==> config.mk <==
export PLATFORM = sky130hd
export DESIGN_NAME = rtc_field_bcd_counter
export DESIGN_NICKNAME = d
export VERILOG_FILES = /design/src/rtl/rtc_pkg.sv /design/src/rtl/rtc_btn_repeat.sv /design/src/rtl/rtc_field_bcd_counter.sv
export SDC_FILE = /design/constraint.sdc
export NUM_CORES = 1
export LEC_CHECK = 0
export ABC_AREA = 1
export CAP_MARGIN = 15
export CORE_MARGIN = 2
export CORE_UTILIZATION = 45
export CTS_CLUSTER_DIAMETER = 80
export CTS_CLUSTER_SIZE = 10
export DETAILED_ROUTE_END_ITERATION = 16
export PLACE_DENSITY = 0.74
export SLEW_MARGIN = 15
export SYNTH_ARGS = -nofsm -noshare
export SYNTH_HDL_FRONTEND = slang
export SYNTH_SLANG_ARGS = --single-unit
==> constraint.sdc <==
create_clock -name clk -period 4.7 [get_ports clk]
set_clock_uncertainty 0.15 [all_clocks]
set_input_delay 1.175 -clock clk [delete_from_list [all_inputs] [get_ports clk]]
set_output_delay 1.175 -clock clk [all_outputs]
set_load 0.01 [all_outputs]
==> src/rtl/rtc_pkg.sv <==
`default_nettype none
// +-------------------------------------------------------------------------+
// | rtc_pkg : field codes, field ranges, button FSM encoding, BCD helpers    |
// | rev 1.0                                                                  |
// +-------------------------------------------------------------------------+
package rtc_pkg;

   localparam logic [3:0] FLD_SEC   = 4'd0;
   localparam logic [3:0] FLD_MIN   = 4'd1;
   localparam logic [3:0] FLD_HOUR  = 4'd2;
   localparam logic [3:0] FLD_DAY   = 4'd3;
   localparam logic [3:0] FLD_YEAR  = 4'd4;
   localparam logic [3:0] FLD_MONTH = 4'd5;

   localparam int SEC_MIN   = 0;
   localparam int SEC_MAX   = 59;
   localparam int MIN_MIN   = 0;
   localparam int MIN_MAX   = 59;
   localparam int HOUR_MIN  = 0;
   localparam int HOUR_MAX  = 23;
   localparam int DAY_MIN   = 1;
   localparam int DAY_MAX   = 31;
   localparam int MONTH_MIN = 1;
   localparam int MONTH_MAX = 12;
   localparam int YEAR_MIN  = 0;
   localparam int YEAR_MAX  = 99;

   localparam logic [1:0] BTN_IDLE   = 2'd0;
   localparam logic [1:0] BTN_FIRST  = 2'd1;
   localparam logic [1:0] BTN_HOLD   = 2'd2;
   localparam logic [1:0] BTN_REPEAT = 2'd3;

   function automatic logic [7:0] bin2bcd99(input logic [6:0] v);
      return {4'(v / 7'd10), 4'(v % 7'd10)};
   endfunction

   function automatic logic [6:0] bcd2bin(input logic [7:0] b);
      return 7'(b[7:4]) * 7'd10 + 7'(b[3:0]);
   endfunction

endpackage
`default_nettype wire

==> src/rtl/rtc_btn_repeat.sv <==
`default_nettype none
// +-------------------------------------------------------------------------+
// | rtc_btn_repeat : up/down button edge detect with hold-then-repeat steps  |
// | rev 1.0                                                                  |
// +-------------------------------------------------------------------------+
module rtc_btn_repeat
   import rtc_pkg::*;
#(
   parameter int HOLD_CYC = 50_000_000,
   parameter int REP_CYC  = 13_000_000
) (
   input  logic clk,
   input  logic reset,
   input  logic enable,
   input  logic up,
   input  logic down,
   output logic step_up,
   output logic step_dn
);

   localparam int MAX_CYC = (HOLD_CYC > REP_CYC) ? HOLD_CYC : REP_CYC;
   localparam int CW      = $clog2(MAX_CYC + 1);
   localparam logic [CW-1:0] HOLD_N = CW'(HOLD_CYC);
   localparam logic [CW-1:0] REP_N  = CW'(REP_CYC);
   localparam logic [CW-1:0] ONE    = CW'(1);

   logic [1:0]    state, state_nx;
   logic [CW-1:0] cnt, cnt_nx;
   logic          dir_up, dir_nx;
   logic          up_low, dn_low;
   logic          both_lock, lock_nx;
   logic          fire;
   logic          both, held, up_edge, dn_edge;

   // up_low/dn_low mean "last sample was low"; cleared by reset so a button
   // already held when reset releases must be released before it counts.
   assign both    = up & down;
   assign held    = dir_up ? up : down;
   assign up_edge = up & up_low & ~down;
   assign dn_edge = down & dn_low & ~up;

   always_ff @(posedge clk) begin
      if (reset) begin
         state     <= BTN_IDLE;
         cnt       <= '0;
         dir_up    <= 1'b0;
         up_low    <= 1'b0;
         dn_low    <= 1'b0;
         both_lock <= 1'b0;
      end else begin
         state     <= state_nx;
         cnt       <= cnt_nx;
         dir_up    <= dir_nx;
         up_low    <= ~up;
         dn_low    <= ~down;
         both_lock <= lock_nx;
      end
   end

   always_comb begin
      state_nx = state;
      cnt_nx   = cnt;
      dir_nx   = dir_up;
      fire     = 1'b0;
      lock_nx  = both_lock;
      if (both)
         lock_nx = 1'b1;
      else if (!up && !down)
         lock_nx = 1'b0;

      if (!enable || both || both_lock) begin
         state_nx = BTN_IDLE;
         cnt_nx   = '0;
      end else begin
         case (state)
            BTN_IDLE: begin
               if (up_edge || dn_edge) begin
                  state_nx = BTN_FIRST;
                  cnt_nx   = ONE;
                  dir_nx   = up_edge;
                  fire     = 1'b1;
               end
            end
            BTN_FIRST, BTN_HOLD: begin
               if (!held) begin
                  state_nx = BTN_IDLE;
                  cnt_nx   = '0;
               end else if (cnt == HOLD_N) begin
                  state_nx = BTN_REPEAT;
                  cnt_nx   = ONE;
                  fire     = 1'b1;
               end else begin
                  state_nx = BTN_HOLD;
                  cnt_nx   = cnt + ONE;
               end
            end
            BTN_REPEAT: begin
               if (!held) begin
                  state_nx = BTN_IDLE;
                  cnt_nx   = '0;
               end else if (cnt == REP_N) begin
                  cnt_nx = ONE;
                  fire   = 1'b1;
               end else begin
                  cnt_nx = cnt + ONE;
               end
            end
            default: begin
               state_nx = BTN_IDLE;
               cnt_nx   = '0;
            end
         endcase
      end
   end

   always_comb begin
      step_up = fire & dir_nx;
      step_dn = fire & ~dir_nx;
   end

endmodule
`default_nettype wire

==> src/rtl/rtc_field_bcd_counter.sv <==
`default_nettype none
// +-------------------------------------------------------------------------+
// | rtc_field_bcd_counter : ranged two-digit BCD field, edit/tick/load       |
// | rev 1.0                                                                  |
// +-------------------------------------------------------------------------+
module rtc_field_bcd_counter
   import rtc_pkg::*;
#(
   parameter int FIELD_ID = 4,
   parameter int MIN_VAL  = 0,
   parameter int MAX_VAL  = 99,
   parameter int HOLD_CYC = 50_000_000,
   parameter int REP_CYC  = 13_000_000
) (
   input  logic       clk,
   input  logic       reset,
   input  logic [3:0] contadoresH,
   input  logic       Arriba,
   input  logic       Abajo,
   input  logic       tick_in,
   input  logic       load_en,
   input  logic [7:0] load_bcd,
   output logic [7:0] datos_bcd,
   output logic       carry_out,
   output logic       load_err,
   output logic       editing
);

   localparam logic [3:0] FID  = 4'(FIELD_ID);
   localparam logic [6:0] VMIN = 7'(MIN_VAL);
   localparam logic [6:0] VMAX = 7'(MAX_VAL);
   localparam logic [7:0] SPAN = 8'(MAX_VAL - MIN_VAL);

   logic [6:0] val, val_nx, ld_bin;
   logic       carry_nx, err_nx;
   logic       in_edit, cur_ok, ld_ok;
   logic       step_up, step_dn;

   // Offset compare in 8 bits: values below MIN wrap far above SPAN.
   function automatic logic in_range(input logic [6:0] v);
      return ({1'b0, v} - {1'b0, VMIN}) <= SPAN;
   endfunction

   assign in_edit = (contadoresH == FID);
   assign ld_bin  = bcd2bin(load_bcd);
   assign ld_ok   = (load_bcd[7:4] <= 4'd9) && (load_bcd[3:0] <= 4'd9) && in_range(ld_bin);
   assign cur_ok  = in_range(val);

   rtc_btn_repeat #(
      .HOLD_CYC (HOLD_CYC),
      .REP_CYC  (REP_CYC)
   ) u_btn (
      .clk     (clk),
      .reset   (reset),
      .enable  (in_edit),
      .up      (Arriba),
      .down    (Abajo),
      .step_up (step_up),
      .step_dn (step_dn)
   );

   always_comb begin
      val_nx   = val;
      carry_nx = 1'b0;
      err_nx   = 1'b0;
      if (load_en) begin
         if (ld_ok)
            val_nx = ld_bin;
         else
            err_nx = 1'b1;
      end else if (step_up) begin
         val_nx = (!cur_ok || val == VMAX) ? VMIN : val + 7'd1;
      end else if (step_dn) begin
         if (!cur_ok)
            val_nx = VMIN;
         else
            val_nx = (val == VMIN) ? VMAX : val - 7'd1;
      end else if (tick_in && !in_edit) begin
         if (!cur_ok) begin
            val_nx = VMIN;
         end else if (val == VMAX) begin
            val_nx   = VMIN;
            carry_nx = 1'b1;
         end else begin
            val_nx = val + 7'd1;
         end
      end
   end

   always_ff @(posedge clk) begin
      if (reset) begin
         val       <= VMIN;
         datos_bcd <= bin2bcd99(VMIN);
         carry_out <= 1'b0;
         load_err  <= 1'b0;
         editing   <= 1'b0;
      end else begin
         val       <= val_nx;
         datos_bcd <= bin2bcd99(val_nx);
         carry_out <= carry_nx;
         load_err  <= err_nx;
         editing   <= in_edit;
      end
   end

endmodule
`default_nettype wire

# Word level (Yosys, flattened, before mapping)
# Index checks and enable logic that the tools add are counted.
[op_classes] addsub=4 mul=1 div_mod_pow=2 magnitude_cmp=4 eq_ne=9 muxes=36 n_bitwise=13 reduce_logical=20
[op_table] cell="$mux W26" count=5
[op_table] cell="$pmux W26 S3" count=1
[op_table] cell="$mux W7" count=10
[op_table] cell="$add A26 B1 Y26 const B" count=1
[op_table] cell="$eq A26 B24 Y1 const B" count=1
[op_table] cell="$eq A26 B26 Y1 const B" count=1
[op_table] cell="$mux W1" count=15
[op_table] cell="$le A7 B7 Y1 const B" count=2
[op_table] cell="$le A4 B4 Y1 const B" count=2
[op_table] cell="$add A7 B1 Y7 const B" count=1
[op_table] cell="$add A7 B4 Y7" count=1
[op_table] cell="$and A1 B1 Y1" count=7
[op_table] cell="$div A7 B4 Y7 const B" count=1
[op_table] cell="$eq A7 B7 Y1 const B" count=1
[op_table] cell="$logic_not A7 Y1" count=1
[op_table] cell="$mod A7 B4 Y7 const B" count=1
[op_table] cell="$sub A7 B1 Y7 const B" count=1
[op_table] cell="$mul A4 B3 Y6 const B" count=1
[op_table] cell="$mux W2" count=3
[op_table] cell="$not A1 Y1" count=6
[op_table] cell="$pmux W2 S3" count=1
[op_table] cell="$reduce_or A2 Y1" count=3
[op_table] cell="$reduce_or A6 Y1" count=1
[op_table] cell="$eq A2 B2 Y1 const B" count=2
[op_table] cell="11 further kinds" count=20
[word_totals] reg_bits=50 inputBits=18 out_inout_bits=11 elab_cells=100

# Logic depth before layout (Yosys ltp)
# Gate-level depths: netlist (run 1).
[logic_depth] depth_word=12 ltp_mapped=33 mapped_depth_nobuf=33

# Cells and area by module
# Synthesis (run 1) repeated with hierarchy kept, for this count alone.
[hier_totals] hier_cells=673 area_unflattened_um2=4325.4
[modules_own_cells] mod="rtc_btn_repeat" instances=1 cells_per_inst=353 area_per_inst_um2=2331.0 seq_area_each_um2=640.6
[modules_own_cells] mod="rtc_field_bcd_counter" instances=1 cells_per_inst=320 area_per_inst_um2=1994.4 seq_area_each_um2=340.3

# Worst setup path after synthesis (run 1)
# OpenSTA, ideal clock, no wires.
[synth_path] kind="input to register" start="in load_bcd[5]" end="reg datos_bcd[2]" setup_time_ns=0.113 arrival_time_ns=4.376 required_ns=4.437 setup_slack_ns=0.061 cell_stages=27 path_buffers=0 cell_sequence="ha_1 ha_1 fa_1 inv_1 nor2_1 xor2_1 inv_1 nand3_1 nand2_2 inv_2 nand2_1 o211ai_1 nand2_4 o211ai_1 a21boi_4 nand2_2 nand2_2 nand2_2 nand2_1 inv_1 ha_1 inv_1 nand3_2 nand3_1 nand2_1 nand2_1 nor2_1"
[synth_between] elab_chain_len=7 elab_cells_between_ends=9 cone_classes="add/sub: 1; mul: 1; div: 1; order compare: 2; mux: 2; reduce/logical: 2"
[synth_rtl] element="from (decl)" line="rtc_field_bcd_counter.sv:22" text="input logic [7:0] load_bcd,"
[synth_rtl] element="$mul A4 B3 Y6" line="rtc_pkg.sv:38" text="return 7'(b[7:4]) * 7'd10 + 7'(b[3:0]);"
[synth_rtl] element="$add A7 B4 Y7" line="rtc_pkg.sv:38"
[synth_rtl] element="$le A7 B7 Y1" line="rtc_field_bcd_counter.sv:41" text="return ({1'b0, v} - {1'b0, VMIN}) <= SPAN;"
[synth_rtl] element="$logic_and A1 B1 Y1" line="rtc_field_bcd_counter.sv:46" text="assign ld_ok = (load_bcd[7:4] <= 4'd9) && (load_bcd[3:0] <= 4'd9) && in_range(ld_bin);"
[synth_rtl] element="$mux W7 (*)" line="rtc_field_bcd_counter.sv:67" text="if (ld_ok)"
[synth_rtl] element="$mux W7 (*)" line="rtc_field_bcd_counter.sv:66" text="if (load_en) begin"
[synth_rtl] element="$mod A7 B4 Y7 (*)" line="rtc_pkg.sv:34" text="return {4'(v / 7'd10), 4'(v % 7'd10)};"
[synth_rtl] element="to (signal assigned)" line="rtc_field_bcd_counter.sv:93" text="datos_bcd <= bin2bcd99(VMIN);"
[synth_rtl] element="to (signal assigned)" line="rtc_field_bcd_counter.sv:99" text="datos_bcd <= bin2bcd99(val_nx);"
[synth_rtl] element="to (decl)" line="rtc_field_bcd_counter.sv:23" text="output logic [7:0] datos_bcd,"
# Every way passes the cells marked *; elsewhere a longest branch is shown, timed or not.
# A chain may end at the register's enable or synchronous reset.

# Final worst setup path (run 1)
[layout_path] start="in load_bcd[2]" end="reg datos_bcd[1]"
[layout_between] elab_chain_len=6 elab_cells_between_ends=8 cone_classes="add/sub: 1; div: 1; order compare: 2; mux: 2; reduce/logical: 2"
[layout_rtl] element="$add A7 B4 Y7 / $le A4 B4 Y1 (equally long branches)" line="rtc_pkg.sv:38, rtc_field_bcd_counter.sv:46"
[layout_rtl] element="$le A7 B7 Y1 / $logic_and A1 B1 Y1 (equally long branches)" line="rtc_field_bcd_counter.sv:41, rtc_field_bcd_counter.sv:46"
[layout_rtl] element="$logic_and A1 B1 Y1" line="rtc_field_bcd_counter.sv:46"
[layout_rtl] element="$mux W7 (*)" line="rtc_field_bcd_counter.sv:67"
[layout_rtl] element="$mux W7 (*)" line="rtc_field_bcd_counter.sv:66"
[layout_rtl] element="$mod A7 B4 Y7 (*)" line="rtc_pkg.sv:34"
# Marks and branches as above.

==> results of run 1 <==
[layout make-up]
type	instances	share of cell area, %
sequential	49	20.62
clock inverter	2	0.3156
timing repair buffer	78	13.76
inverter	81	6.497
tap	105	2.762
multi-input combinational	431	54.52
clock buffer	6	1.526
[routing by layer]
layer	wire length [um]	GRT usage, %	up-vias
met5	0	0	-
li1	-	-	2033
met2	5003	39.93	92
met3	382	4.072	17
met4	157	5.833	0
met1	4184	24.53	1856
[cells by family after synthesis]
kind of cell	count (synthesis)	synth area share, %
and+or+nand+nor	306	39.30
AOI/OAI and AO/OA	98	17.01
adders and majority gates	17	5.965
buffers and inverters	95	9.734
xor gates and xnor gates	10	2.294
DFF	49	25.70
[synthesized netlist by cell type, types with 9 or more instances]
cell type and n:
sky130_fd_sc_hd__a21oi_1 28, sky130_fd_sc_hd__a211oi_1 13, sky130_fd_sc_hd__inv_1 61, sky130_fd_sc_hd__nand4_1 16, sky130_fd_sc_hd__nand2_2 16, sky130_fd_sc_hd__ha_1 15, sky130_fd_sc_hd__inv_2 17, sky130_fd_sc_hd__nand2_1 133
sky130_fd_sc_hd__o21ai_0 27, sky130_fd_sc_hd__dfxtp_1 49, sky130_fd_sc_hd__nor2_1 75, sky130_fd_sc_hd__nand3_1 27, sky130_fd_sc_hd__xor2_1 9
[worst max-delay path by stage]
stage / from / end / slack (ns) / cells after the start
CTS: load_bcd[7] / datos_bcd[1]$_SDFF_PP0_ / 0.02 / 28
detailed placement: load_bcd[7] / datos_bcd[2]$_SDFF_PP0_ / -0.66 / 28
finish: load_bcd[2] / datos_bcd[1]$_SDFF_PP0_ / 0.10 / 29
global placement: load_bcd[7] / datos_bcd[2]$_SDFF_PP0_ / -0.46 / 28
floorplan: load_bcd[5] / datos_bcd[2]$_SDFF_PP0_ / 0.06 / 27
global route: load_bcd[2] / datos_bcd[1]$_SDFF_PP0_ / -0.12 / 29
[worst max-delay path: cells and delay by family]
kind / cells / cell delay (ns)
compound gates: 2 / 0.39
xor+xnor: 1 / 0.16
fa+ha+maj: 2 / 0.49
buf+inv: 5 / 0.80
simple gates: 19 / 1.66
[state kept, by name, indices dropped and copies added (netlist names)]
signal,flops
val,6
editing,1
u_btn.up_low,1
carry_out,1
u_btn.dn_low,1
u_btn.state,2
datos_bcd,8
u_btn.both_lock,1
u_btn.cnt,26
u_btn.dir_up,1
load_err,1
[metrics by stage]
stage | setup WS [ns] | TNS [ns] | utilization [%]
detailed placement | -0.6649 | -2.400 | 54.48
global route | -0.1189 | -0.3615 | 57.90
finish | 0.1011 | 0 | 57.90
global placement | -0.4622 | -1.715 | 54.48
CTS | 0.01524 | 0 | 56.21
floorplan | 0.06110 | 0 | -
[power breakdown]
group / internal (mW) / total, mW / switching [mW] / leakage, nW
Combinational: 0.304 / 0.648 / 0.343 / 1.50
Sequential: 0.443 / 0.460 / 0.0164 / 0.399
Clock: 0.105 / 0.253 / 0.148 / 0.0374
Total: 0.853 / 1.36 / 0.508 / 1.93
[what timing repair did]
| action | CTS | global route |
|---|---|---|
| resized for setup | 12 | 40 |
| setup buffers | 3 | 5 |
| pin swaps | 5 | 26 |
| endpoints found under the setup margin | 4 | 4 |
==> metrics.log, run 1 <==
INFO  metric status = completed
INFO  metric worst_hold_path_type = register to register
INFO  metric async_reset_ff_share = 0%
INFO  metric netlist_top_cells_area = sky130_fd_sc_hd__dfxtp_1, sky130_fd_sc_hd__nand2_1, sky130_fd_sc_hd__nor2_1
INFO  metric worst_hold_path.endpoint = u_btn.both_lock$_SDFFE_PP0P_
INFO  metric firstDrtPassIters = 4
INFO  metric synth_edf_count = 0
INFO  metric area.growth.synth_to_final = 24.61%
INFO  metric cts_clock_pin_slew_for_the_worst_setup_and_hold_paths = about 0.090 ns
INFO  metric number_of_port_buffers = 28
INFO  metric rsz0062_at_grt = true
INFO  metric hold_slack = between 0.3 and 0.4 ns
INFO  metric total_area_of_multi_input_combinational_cells = roughly 2600 um2
INFO  metric timing_worst_setup_path_type = input pin to register
INFO  metric critical-path-slowest-cell = sky130_fd_sc_hd__clkdlybuf4s50_1
INFO  metric worstPathMaxFanout = 5
INFO  metric htreeDepth = 2
INFO  metric max_cap_violations = 0
INFO  metric core_area = 8217 um2
INFO  metric layout-drive-gt1-share = 23.34%
INFO  metric synth_flop_cell = sky130_fd_sc_hd__dfxtp_1
INFO  metric final-instance-count-excl-fill = between 700 and 800
INFO  metric powerDensity = roughly 290 nW/um2
INFO  metric critPathMostFrequentCell = sky130_fd_sc_hd__nand2_4
INFO  metric first_iter_violations = 177
INFO  metric die-width = around 96 um
INFO  metric io_pins = 29
INFO  metric drt_drc_violations_left = 0
INFO  metric r2r_cells = 32
INFO  metric grt_antenna_before_repair = 0
INFO  metric clock-root-buffer = sky130_fd_sc_hd__clkbuf_8
INFO  metric avgRoutedWirePerCell = 12.93 um
INFO  metric dieArea = about 9200 um2
INFO  metric ir_worst_vdd = 0.0002549 V
INFO  metric routed-via-count = roughly 4000
INFO  metric arr_time_crit_path = around 4.7 ns
INFO  metric finalHoldViolations = 0
INFO  metric yosysSeqAreaShare = between 20% and 30%
INFO  metric insertedDiodeCount = 0
INFO  metric post_dp_cell_area = 4477 um2
INFO  metric gp_congestion = 0.8900
INFO  metric placedCellCount = between 700 and 800
INFO  metric largest_net_degree_at_the_start_of_global_routing = 29
INFO  metric reg2reg_from = u_btn.cnt[0]$_SDFFE_PP0P_
INFO  metric cts_buffer_depth = 2
INFO  metric drv_slew = 0
INFO  metric post_layout_power = around 1.4 mW
INFO  metric synthDominantCellAreaShare = 25.70%
INFO  metric via_per_inst = approximately 5.3
INFO  metric yosysWarningCount = 0
INFO  metric synth_seq_cells = between 40 and 50
INFO  metric synthDominantAreaCellType = sky130_fd_sc_hd__dfxtp_1
INFO  metric finalNetCount = about 700
INFO  metric final_cell_mix = sky130_fd_sc_hd__nand2_1, sky130_fd_sc_hd__nor2_1, sky130_fd_sc_hd__inv_1
INFO  metric first_global_vias = ~3800
INFO  metric reg2reg_to = datos_bcd[1]$_SDFF_PP0_
INFO  metric design_area = 4757 um2
INFO  metric floorplan_die_height = about 96 um
INFO  metric tightestPinTransition = approximately 1 ns
INFO  metric worst_ep_required_time = roughly 4.8 ns
INFO  metric max-slew-margin-rel = between 30% and 40%
INFO  metric ant_nets = 0
INFO  metric final_min_period_over_clock_period = a little over nine tenths
INFO  metric grt-ovfl-total = 0
INFO  metric timing.hold.worst.start = u_btn.both_lock$_SDFFE_PP0P_
INFO  metric syn_inst = roughly 580
INFO  metric register_area = 980.9 um2
INFO  metric global_route_usage_over_all_layers = approximately a fifth
INFO  metric worst_path_largest_cell_delay = ~0.48 ns
INFO  metric avgSynthCellArea = around 6.6 um2
INFO  metric synth.cell_area = around 3800 um2
INFO  metric worst-r2r-setup-slack = around 1.2 ns
INFO  metric cts_hold_buffers_added = 0
INFO  metric detail_route.wirelength = about 10000 um
INFO  metric clk_latency = roughly 0.3 ns
INFO  metric cp-start-kind = input pin
INFO  metric finalCriticalPeriod = 4.599 ns
INFO  metric maxClockFrequency = 217.4 MHz
INFO  metric fill_cells = approximately 740
INFO  metric numCtsBuffers = 5
INFO  metric hold_depth = 2
INFO  metric numClockSinks = slightly below 50
INFO  metric placement_rows = 33
INFO  metric number_of_nets_in_the_synthesized_netlist = 610
INFO  metric leakage = slightly below 2 nW
INFO  metric dp_hpwl = 7044 um
INFO  metric grt_first_pass_wirelength = between 15000 and 20000 um
INFO  metric floorplan.initialDensity = approximately 46%
INFO  metric mostFrequentLayoutCell = sky130_fd_sc_hd__nand2_1
INFO  metric setup-violations-final = 0
INFO  metric cts_tree = done
INFO  metric critical_path.endpoint_type = register
INFO  metric yosysUniqueCellTypes = 49
Note: power is estimated with default switching activity, not from simulation.
==> run 2, diff against run 1 <==
CORE_ASPECT_RATIO = 1.1   (was default)
==> run 2 against run 1 <==
  * Register-to-register slack gained 0.06 ns
  * Critical path depth unchanged
  * Fmax rose by 0.93%
  * Largest cell class unchanged
  * Setup slack gained 0.043 ns
  * Routed wire length down 4.4%
  * Clock-buffer cell count is 1 higher
  * Sequential share of layout area up 0.11 points
  * Final cell count grew 0.13%
  * Worst hold slack lost 0.0050 ns
  * Combinational power fell by 6.6%
==> metrics.log, run 2 (same netlist as run 1, synthesis figures left out) <==
INFO  metric clock-root-buffer = sky130_fd_sc_hd__clkbuf_8
INFO  metric cell_family_contributing_the_most_delay_on_the_critical_path = simple AND/OR/NAND/NOR gates
INFO  metric global_route_usage_over_all_layers = 20.40%
INFO  metric grt-ovfl-total = 0
INFO  metric clk_latency = ~0.3 ns
INFO  metric timing_worst_setup_path_type = input pin to register
INFO  metric final_min_period_over_clock_period = between 90% and 100%
INFO  metric design_area = approximately 4700 um2
INFO  metric floorplan.initialDensity = a little under half
INFO  metric numClockSinks = 49
INFO  metric leakage = 1.905 nW
INFO  metric io_pins = 29
INFO  metric routed-via-count = ~3900
INFO  metric core_area = around 8300 um2
INFO  metric max_ffs_per_register = 26
INFO  metric gp_congestion = ~0.9
INFO  metric max-slew-margin-rel = 34.50%
INFO  metric detailroute.wirelength.met2 = around 5000 um
INFO  metric die-width = roughly 90 um
INFO  metric dieArea = between 9000 and 10000 um2
INFO  metric routed-wl-met3 = between 200 and 300 um
INFO  metric drt_drc_violations_left = 0
INFO  metric worstPathBufferInverterCount = 5
INFO  metric largest_net_degree_at_the_start_of_global_routing = 29
INFO  metric grt_first_pass_wirelength = about 16000 um
INFO  metric max_cap_violations = 0
INFO  metric post_dp_cell_area = approximately 4500 um2
INFO  metric worst_path_largest_cell_delay = ~0.5 ns
INFO  metric grt_antenna_before_repair = 0
INFO  metric critical_path.endpoint_type = register
INFO  metric cts_clock_pin_slew_for_the_worst_setup_and_hold_paths = roughly 0.09 ns
INFO  metric worst_hold_path_type = register to register
INFO  metric drv_slew = 0
INFO  metric arr_time_crit_path = about 4.6 ns
INFO  metric dp_hpwl = 7041 um
INFO  metric maxClockFrequency = about 220 MHz
INFO  metric first_global_vias = about 3700
INFO  metric floorplan_die_height = 100.6 um
INFO  metric layout_top_registers = u_btn.cnt: 26 flops, datos_bcd: 8 flops, val: 6 flops
INFO  metric highest-signal-layer = met4
INFO  metric wirelength_met1 = 3976 um
INFO  metric placedCellCount = 741
INFO  metric pre_cts_ws = -0.6644 ns
INFO  metric number_of_port_buffers = 28
INFO  metric firstDrtPassIters = 4
INFO  metric area.growth.synth_to_final = 23.93%
INFO  metric avgRoutedWirePerCell = around 12 um
INFO  metric htreeDepth = 2
INFO  metric ir_worst_vdd = 0.0002314 V
INFO  metric regMostFlops = u_btn.cnt
INFO  metric first_iter_violations = 130
INFO  metric cts_hold_buffers_added = 0
INFO  metric final_cell_mix = sky130_fd_sc_hd__nand2_1, sky130_fd_sc_hd__nor2_1, sky130_fd_sc_hd__inv_1
INFO  metric numCtsBuffers = 5
INFO  metric finalHoldViolations = 0
INFO  metric mostFrequentLayoutCell = sky130_fd_sc_hd__nand2_1
INFO  metric insertedDiodeCount = 0
INFO  metric powerDensity = 276.6 nW/um2
INFO  metric via_per_inst = 5.151
INFO  metric tightestPinTransition = approximately 1 ns
INFO  metric detail_route.wirelength = around 9300 um
INFO  metric finalNetCount = between 600 and 700
INFO  metric setup-violations-final = 0
INFO  metric worst_ep_required_time = roughly 4.8 ns
INFO  metric finalCriticalPeriod = approximately 4.6 ns
INFO  metric final-instance-count-excl-fill = 753
INFO  metric cts_buffer_depth = 2
INFO  metric layout-drive-gt1-share = between 20% and 30%
INFO  metric cts_tree = done
INFO  metric ant_nets = 0
INFO  metric cp-start-kind = input pin
INFO  metric worstPathMaxFanout = 5
INFO  metric placement_rows = 35
INFO  metric critical-path-slowest-cell = sky130_fd_sc_hd__clkdlybuf4s50_1
INFO  metric status = completed
INFO  metric timing.final.ws_setup = approximately 0.14 ns
-- run 2: cell types whose count changed in the layout (fill, tap and decap cells not counted), moves of 2 or more --
cell                      before  now
sky130_fd_sc_hd__buf_4        50   46
sky130_fd_sc_hd__nand3_1      24   22
sky130_fd_sc_hd__nor2_1       72   74
sky130_fd_sc_hd__nand3_2       9   12
sky130_fd_sc_hd__nor2_2        6    3
-- run 2: power by group --
group          internal, mW  switching (mW)  total, mW
Sequential            0.443          0.0166      0.460
Clock                 0.106           0.138      0.244
Combinational         0.283           0.322      0.605
Total                 0.832           0.477       1.31
-- run 2: timing repair --
| item | 4_1_cts | 5_1_grt |
|---|---|---|
| endpoints found under the setup margin | 4 | 4 |
| pin swaps | 6 | 22 |
| setup buffers | 3 | 1 |
| resized for setup | 12 | 40 |
-- run 2: layout make-up --
cell class                      count  area [um2]
Fill cell                         792        3590
Multi-Input combinational cell    431        2611
Sequential cell                    49       980.9
Timing Repair Buffer               73       606.8
Inverter                           81       309.0
Tap cell                          111       138.9
Clock buffer                        7       76.32
Clock inverter                      1       7.507
-- run 2: worst paths after layout --
check | startpoint | endpoint | slack [ns] | depth (start not counted)
hold / removal | u_btn.both_lock$_SDFFE_PP0P_ | u_btn.both_lock$_SDFFE_PP0P_ | 0.30 | 2
setup reg to reg | u_btn.cnt[13]$_SDFFE_PP0P_ | datos_bcd[2]$_SDFF_PP0_ | 1.23 | 30
setup / recovery | load_bcd[2] | datos_bcd[2]$_SDFF_PP0_ | 0.14 | 29
hold reg to reg | u_btn.both_lock$_SDFFE_PP0P_ | u_btn.both_lock$_SDFFE_PP0P_ | 0.30 | 2
-- run 2: worst register-to-register path, delay by kind of cell (launching register included) --
kind / cells / cell delay [ns]
simple gates: 27 / 2.49
flops: 1 / 0.47
buf+inv: 2 / 0.10
fa+ha+maj: 1 / 0.15
-- run 2: layer usage --
| layer | vias to the layer above | track usage, % |
|---|---|---|
| met5 | - | 0 |
| met4 | 0 | 5.511 |
| met3 | 14 | 3.067 |
| met2 | 71 | 38.69 |
| met1 | 1775 | 23.84 |
| li1 | 2019 | - |
-- run 2: metrics by stage --
| stage | hold WS [ns] | setup TNS, ns | total power [mW] | utilization [%] |
|---|---|---|---|---|
| final | 0.3036 | 0 | 1.309 | 56.86 |
| after CTS | 0.3043 | 0 | 1.264 | 55.46 |
| after global routing | 0.3273 | -0.09384 | 1.392 | 56.86 |
| after detailed placement | 0.2910 | -2.446 | 0.9967 | 53.80 |
| after floorplan | 0.2734 | 0 | 0.7829 | - |
| after global placement | 0.2800 | -1.806 | 0.9808 | 53.80 |
